`src/rtl/fetch_ctrl.sv`:
```
// Instruction fetch sequencer: owns the fetch PC, reads the ROM and
// queues {instr, pc} pairs for decode over a valid/ready handshake.
module fetch_ctrl #(
    parameter int N     = 64,
    parameter int IW    = 32,
    parameter int DEPTH = 2
) (
    input  logic          clk,
    input  logic          reset,
    input  logic          start,
    output logic [5:0]    imem_addr,
    input  logic [IW-1:0] imem_q,
    input  logic          redirect_valid,
    input  logic [N-1:0]  redirect_pc,
    output logic          instr_valid,
    input  logic          instr_ready,
    output logic [IW-1:0] instr,
    output logic [N-1:0]  instr_pc,
    output logic          halted,
    output logic          fault
);

    localparam int AW = $clog2(DEPTH);
    localparam int CW = $clog2(DEPTH + 1);

    localparam logic [1:0] IDLE  = 2'd0;
    localparam logic [1:0] RUN   = 2'd1;
    localparam logic [1:0] HALT  = 2'd2;
    localparam logic [1:0] FAULT = 2'd3;

    logic [1:0]    state;
    logic [1:0]    state_nx;
    logic [N-1:0]  fetch_pc;

    logic [IW-1:0] q_instr [DEPTH];
    logic [N-1:0]  q_pc    [DEPTH];
    logic [AW-1:0] head;
    logic [AW-1:0] tail;
    logic [CW-1:0] count;

    logic in_range;
    logic tgt_in_range;
    logic redir_bad;
    logic redir_ok;
    logic redir_take;
    logic full;
    logic empty;
    logic pop;
    logic push;
    logic flush;

    assign in_range     = (fetch_pc[N-1:8] == '0) && (fetch_pc[1:0] == 2'b00);
    assign tgt_in_range = (redirect_pc[N-1:8] == '0);
    assign redir_bad    = redirect_valid && (redirect_pc[1:0] != 2'b00);
    assign redir_ok     = redirect_valid && (redirect_pc[1:0] == 2'b00);
    // FAULT is terminal: redirects no longer move the PC.
    assign redir_take   = redirect_valid && (state != FAULT);

    assign full  = (count == CW'(DEPTH));
    assign empty = (count == '0);
    assign pop   = instr_valid && instr_ready;
    assign push  = (state == RUN) && !redirect_valid && in_range
                   && (!full || pop);
    assign flush = redirect_valid || (state == FAULT);

    always_comb begin
        state_nx = state;
        case (state)
            IDLE: begin
                if (redir_bad)
                    state_nx = FAULT;
                else if (start && !redirect_valid)
                    state_nx = RUN;
            end
            RUN: begin
                if (redir_bad)
                    state_nx = FAULT;
                else if (!redirect_valid && !in_range)
                    state_nx = HALT;
            end
            HALT: begin
                if (redir_bad)
                    state_nx = FAULT;
                else if (redir_ok && tgt_in_range)
                    state_nx = RUN;
            end
            default: state_nx = FAULT;
        endcase
    end

    always_ff @(posedge clk or posedge reset) begin
        if (reset)
            state <= IDLE;
        else
            state <= state_nx;
    end

    always_ff @(posedge clk or posedge reset) begin
        if (reset)
            fetch_pc <= '0;
        else if (redir_take)
            fetch_pc <= redirect_pc;
        else if (push)
            fetch_pc <= fetch_pc + N'(4);
    end

    always_ff @(posedge clk or posedge reset) begin
        if (reset) begin
            head  <= '0;
            tail  <= '0;
            count <= '0;
        end else if (flush) begin
            head  <= '0;
            tail  <= '0;
            count <= '0;
        end else begin
            if (push)
                tail <= tail + AW'(1);
            if (pop)
                head <= head + AW'(1);
            case ({push, pop})
                2'b10:   count <= count + CW'(1);
                2'b01:   count <= count - CW'(1);
                default: count <= count;
            endcase
        end
    end

    // Payload storage needs no reset; validity is tracked by count.
    always_ff @(posedge clk) begin
        if (push) begin
            q_instr[tail] <= imem_q;
            q_pc[tail]    <= fetch_pc;
        end
    end

    assign imem_addr   = fetch_pc[7:2];
    assign instr_valid = !empty && (state != FAULT);
    assign instr       = instr_valid ? q_instr[head] : '0;
    assign instr_pc    = instr_valid ? q_pc[head] : '0;
    assign halted      = (state == HALT);
    assign fault       = (state == FAULT);

endmodule

```
`config.mk`:
```
export PLATFORM = sky130hd
export DESIGN_NAME = fetch_ctrl
export DESIGN_NICKNAME = d
export VERILOG_FILES = /design/src/rtl/fetch_ctrl.sv
export SDC_FILE = /design/constraint.sdc
export NUM_CORES = 1
export LEC_CHECK = 0
export ABC_AREA = 0
export CORE_MARGIN = 2
export CORE_UTILIZATION = 42
export DETAILED_ROUTE_END_ITERATION = 8
export GPL_TIMING_DRIVEN = 0
export PLACE_DENSITY = 0.67
export SKIP_LAST_GASP = 1
export SLEW_MARGIN = 20
export SYNTH_ARGS = -nofsm -noshare
export SYNTH_HDL_FRONTEND = slang
export SYNTH_SLANG_ARGS = --single-unit
```
`constraint.sdc`:
```
create_clock -name clk -period 16.7 [get_ports clk]
set_input_delay 1.67 -clock clk [delete_from_list [all_inputs] [get_ports clk]]
set_output_delay 1.67 -clock clk [all_outputs]
set_load 0.01 [all_outputs]
```
==> results of run 1 <==
-- metrics by stage --
stage          util (%)  hold WS, ps  std cells  instance area [um2]
2_1_floorplan         -          464        772                10400
3_3_place_gp       52.8          477       1300                12800
3_5_place_dp       53.7          484       1309                13100
4_1_cts            57.2          496       1358                13900
5_1_grt            57.2          511       1358                13900
6_report           57.2          493       1358                13900
-- area by class of cell --
type / count / area, um2 / area share, %
inverters: 5 / 21.3 / 0.153
multi-input cells: 463 / 2650 / 19.0
well taps: 324 / 405 / 2.91
clock buffers: 32 / 714 / 5.13
clock inverters: 17 / 136 / 0.980
plain buffers: 42 / 218 / 1.56
flip-flops and latches: 262 / 7520 / 54.0
repair buffers: 213 / 2260 / 16.2
-- sequential cells by signal, summed over array words and instances (netlist names) --
| signal | cells |
|---|---|
| count | 2 |
| state | 2 |
| q_pc | 128 |
| tail | 1 |
| q_instr | 64 |
| head | 1 |
| fetch_pc | 64 |
-- synth_stat cells, types with 3 or more instances --
cell type,count
clkbuf_1,25
nand4_1,6
buf_1,6
nor2_1,105
mux2i_1,101
edfxtp_1,192
nand3_1,7
inv_1,5
nor3b_1,4
dfrtp_1,70
buf_4,6
nand2_1,177
a221o_1,3
o21ai_0,4
nor4_1,27
-- power groups by stage --
stage               clock network (mW)  logic [mW]  registers [mW]
finish                           0.570      0.0868           0.789
floorplan                            0      0.0423           0.786
CTS                              0.583      0.0880           0.789
global placement                     0      0.0840           0.799
detailed placement                   0      0.0874           0.802
global route                     0.607      0.0972           0.795
-- final timing paths --
path                       slack (ps)  cells after the start                      from                       end
setup reg to reg                13180                      8  fetch_pc[36]$_DFFE_PP0P_     q_pc[1][49]$_DFFE_PP_
min in group asynchronous        1440                      2                     reset  fetch_pc[60]$_DFFE_PP0P_
max in group asynchronous       14700                      3                     reset   fetch_pc[4]$_DFFE_PP0P_
setup / recovery                11570                      5      count[0]$_DFFE_PP0P_              instr_pc[61]
hold reg to reg                   490                      0  fetch_pc[54]$_DFFE_PP0P_     q_pc[1][54]$_DFFE_PP_
hold / removal                    490                      0  fetch_pc[54]$_DFFE_PP0P_     q_pc[1][54]$_DFFE_PP_
-- routing by layer --
metal | vias up | wire [um] | track usage (%)
met4 | 0 | 352 | 3.77
met2 | 216 | 12200 | 32.2
met1 | 3335 | 10400 | 25.0
met3 | 24 | 1500 | 3.36
li1 | 3204 | - | -
met5 | - | 0 | 0
-- kinds of logic (layout without fill, tap and decap cells) --
family                     count (synthesis)  in the layout
xor gates and xnor gates                   4              4
and+or+nand+nor                          343            343
muxes                                    101            101
buffers and inverters                     47            309
DFF                                      262            262
AOI/OAI and AO/OA                         14             14
adders and majority gates                  1              1
==> flow_summary.ini, run 1 <==
[critical_path]
cp_cell_instances = o21ai_1 -> clkbuf_1 -> buf_1 -> nor2_1 -> clkdlybuf4s50_1
cp_arrival_ps = 3460
required_time_at_the_endpoint_of_the_critical_path_ps = 15030
cp-start-kind = flop
critical_path.max_fanout = 10
worst-setup-path-type = flop to output port
critical-path-slowest-cell = o21ai_1
critPathCaptureType = output port
maximum_cell_stage_delay_along_the_critical_path_ps = 740
cp_top_family = buffers and inverters
critical_path_buffer_and_inverter_count = 3

[detailed_routing]
route.detailed.vias_per_inst = 4.99
routed_wl_mm = 24.4
detail-route-antenna-nets = 0
detail_route.wl_per_cell_um = 18.0
firstDrtPassIters = 5
detail_route.drc_violations = 0
routed_vias = 6779
drt_iter0_markers = 383

[grt]
first_global_vias = 6752
maximum_number_of_pins_on_one_net_before_global_route_repair = 55
grt_overflow = 0
grt_use_total_pct = 18.7
grt_first_pass_wirelength_mm = 37.4
antenna_found_initial = 0

[cts]
cts_repair_resize_count = 0
cts_root_buf = clkbuf_16
cts.sinks = 262
worst_setup_hold_path_clk_slew_ps = 60
post_cts_buffers = 0
tritoncts_clock_tree = built
cts_max_level = 1
ctsLongestPathBuffers = 3
cts_hold_buffers = 0
clk-insertion-delay-late_ps = 520
cts_made_buffers = 27

[sta]
setup_ws_ps = 11570
report.final.slew_viol_count = 0
finalSetupViolations = 0
unrepaired_setup_endpoints_after_global_routing = no
period_minus_slack_ps = 5130
timing.fmax_ghz = 0.195
min_period_over_period_pct = 30.7
worst_slew_pin_slew_ps = 897
relSlewSlack_pct = 39.8
finalSetupTns_ps = 0
fin_hold_viols = 0
fin_skew_ps = 20.3

[cells_and_area]
drive_gt1_share_pct = 6.67
layout_common_cells = 204 x clkdlybuf4s50_1, 192 x edfxtp_1, 177 x nand2_1
area_growth_pct = 34.0
nFillCells = 2044
layout.nets = 1116
antennaDiodeCount = 0
layout_commonest_cell = clkdlybuf4s50_1

[yosys]
synth_seq_cells = 262
mappedNetlistNets = 874
yosys.area_share.simple_pct = 14.3
async_flop_share_pct = 26.7
largest_area_contributor_in_the_netlist = edfxtp_1
synthDominantCellAreaShare_pct = 55.5
cell_count_after_synthesis = 772
synth_adder_area_share_pct = 0.120
ys.warnings.count = 0
syn_area_per_cell_um2 = 13.5
synth_compound_area_share_pct = 0.915
yosys-mux-area-fraction_pct = 9.73
post_synth_num_cell_types = 39
synth_sequential_area_ratio_pct = 72.4
syn-cell-area_um2 = 10400
synthFlopType = edfxtp_1
netlist_top_cells_area = edfxtp_1 55%, dfrtp_1 17%, mux2i_1 9.7%
number_of_synthesized_flops_with_an_enable_pin = 192
combinational_family_with_the_most_area_after_synthesis = simple AND/OR/NAND/NOR gates
synthXorXnorAreaFrac_pct = 0.337

[floorplanning]
core_um2 = 24300
start_util_pct = 42.7
dieHeight_um = 161
die_w_um = 161
boundaryPins = 206
placement_rows = 57
dieArea_um2 = 26000

[place]
routabilityCongestion = 0.771
io_buffers = 204
detailed_placement_hpwl_mm = 17.2
post-place-ws_ps = 12020

[pwr]
p_leak_nw = 4.97
p_clk_share_pct = 39.4
share_seq_of_total_power_pct = 54.6
share_comb_of_total_power_pct = 6.0
p_int_mw = 1.13
power.net_switching_uw = 312
switching_share_pct = 21.6
power-per-cell-area_nw_per_um2 = 104
total_power_mw = 1.45
ir_worst_vdd_v = 0.0000620

[run]
maxCapViolCount = 0

[worst_hold_path]
hold_class = flop to flop

[outcome]
status = finished, final reports clean
(Power assumes the default switching activity.)
==> inputs of run 2 (changes only) <==
- PLACE_DENSITY: 0.67 -> 0.7
- clock period: 16.7 -> 4.3 ns (I/O delays scaled with it)
==> flow_summary.ini, run 2 (synthesis gave the netlist of run 1 again) <==
[outcome]
status = finished, final reports clean

[floorplanning]
boundaryPins = 206
dieArea_um2 = 26000
placement_rows = 57
start_util_pct = 42.7
dieHeight_um = 161
core_um2 = 24300
die_w_um = 161

[cells_and_area]
multi_input_area_um2 = 2650
finished_core_util_pct = 57.2
nFillCells = 2000
layout.nets = 1117
area_growth_pct = 34.0
largest_register_ff_count = 128
area.sequential_um2 = 7520
reg.largest.list = q_pc: 128 flops, fetch_pc: 64 flops, q_instr: 64 flops
regMostFlops = q_pc
layout_common_cells = 204 x clkdlybuf4s50_1, 192 x edfxtp_1, 177 x nand2_1
drive_gt1_share_pct = 5.89
layout_commonest_cell = clkdlybuf4s50_1
final_cell_area_um2 = 13900

[critical_path]
cp_cell_instances = nand2_1 -> o21ai_1 -> clkbuf_1 -> buf_1 -> nor2_1 -> clkdlybuf4s50_1
register_to_register_path_depth = 8
cp_num_cells = 6
critical-path-slowest-cell = clkbuf_1
required_time_at_the_endpoint_of_the_critical_path_ps = 3870
cp_top_family = buffers and inverters
cp_arrival_ps = 3430
critical_path.max_fanout = 10
critical_path_buffer_and_inverter_count = 3
cp-endpoint = instr_pc[33]
worst-setup-path-type = flop to output port
maximum_cell_stage_delay_along_the_critical_path_ps = 610
cp-start-kind = flop
regToRegSetupSlack_ps = 790
critical_path.startpoint = state[0]$_DFFE_PP0P_
timing.rr.start = fetch_pc[37]$_DFFE_PP0P_
worstReg2RegEnd = q_instr[1][0]$_DFFE_PP_
critPathCaptureType = output port

[detailed_routing]
met1_length_mm = 10.7
uppermost_signal_routing_layer_after_detailed_routing = met4
detail_route.wl_per_cell_um = 18.2
routed_wl_mm = 24.8
route.detailed.vias_per_inst = 4.96
route.met2.wl_mm = 12.0
firstDrtPassIters = 4
detail-route-antenna-nets = 0
met3_wirelength_mm = 1.45
routed_vias = 6757
drt_iter0_markers = 414
detail_route.drc_violations = 0

[sta]
timing.fmax_ghz = 0.259
worst_hold_slack_ps = 225
worst_slew_pin_slew_ps = 844
finalSetupViolations = 0
fin_hold_viols = 0
fin_skew_ps = 23.5
report.final.slew_viol_count = 0
period_minus_slack_ps = 3860
relSlewSlack_pct = 43.3
min_period_over_period_pct = 89.7
unrepaired_setup_endpoints_after_global_routing = no

[cts]
cts_made_buffers = 27
tritoncts_clock_tree = built
post_cts_buffers = 0
clk-insertion-delay-late_ps = 540
cts_max_level = 1
ctsLongestPathBuffers = 3
cts_repair_resize_count = 0
cts.sinks = 262
cts_root_buf = clkbuf_16
cts_hold_buffers = 0
worst_setup_hold_path_clk_slew_ps = 60

[grt]
grt_overflow = 0
grt_use_total_pct = 19.0
antenna_found_initial = 1
grt_first_pass_wirelength_mm = 38.0
maximum_number_of_pins_on_one_net_before_global_route_repair = 46
first_global_vias = 6763

[pwr]
p_leak_nw = 4.95
power-per-cell-area_nw_per_um2 = 397
ir_worst_vdd_v = 0.000271

[place]
routabilityCongestion = 0.787
io_buffers = 204
placedInstanceArea_um2 = 13100
detailed_placement_hpwl_mm = 17.5

[run]
maxCapViolCount = 0

[worst_hold_path]
hold_class = primary input to asynchronous set/reset pin
[run 2: worst min path at each step]
stage,start,to,depth (start not counted),slack (ps)
2_1_floorplan,fetch_pc[10]$_DFFE_PP0P_,q_pc[0][10]$_DFFE_PP_,0,460
3_5_place_dp,fetch_pc[27]$_DFFE_PP0P_,q_pc[0][27]$_DFFE_PP_,0,480
4_1_cts,reset,fetch_pc[59]$_DFFE_PP0P_,2,220
3_3_place_gp,fetch_pc[52]$_DFFE_PP0P_,q_pc[0][52]$_DFFE_PP_,0,470
6_report,reset,fetch_pc[60]$_DFFE_PP0P_,2,230
5_1_grt,reset,fetch_pc[59]$_DFFE_PP0P_,2,240
[run 2: report_power, final]
| part | switching [mW] | total [mW] | internal [mW] |
|---|---|---|---|
| registers | 0.154 | 3.06 | 2.91 |
| logic | 0.148 | 0.340 | 0.191 |
| clock network | 0.902 | 2.12 | 1.22 |
[run 2: layer usage]
layer  GRT usage [%]  up-vias
met5               0        -
met4            5.56        0
met3            3.42       36
met2            31.5      232
met1            26.0     3264
li1                -     3225
[run 2: metrics by stage]
stage	cells	total power, mW	TNS, ps	worst slack (ps)
floorplan	772	3.22	-45710	-238
global placement	1300	3.43	-437170	-2290
detailed placement	1310	3.45	0	747
CTS	1360	5.57	0	281
global route	1361	5.74	0	159
finish	1361	5.52	0	444
[run 2: layout make-up]
class	count	share of cell area (%)
Tap cell	324	2.91
Inverter	5	0.153
Multi-Input combinational cell	463	19.0
Sequential cell	262	54.0
Clock inverter	5	0.189
Antenna cell	1	0.0180
Clock buffer	45	5.56
Timing Repair Buffer	214	16.5
Buffer	42	1.56
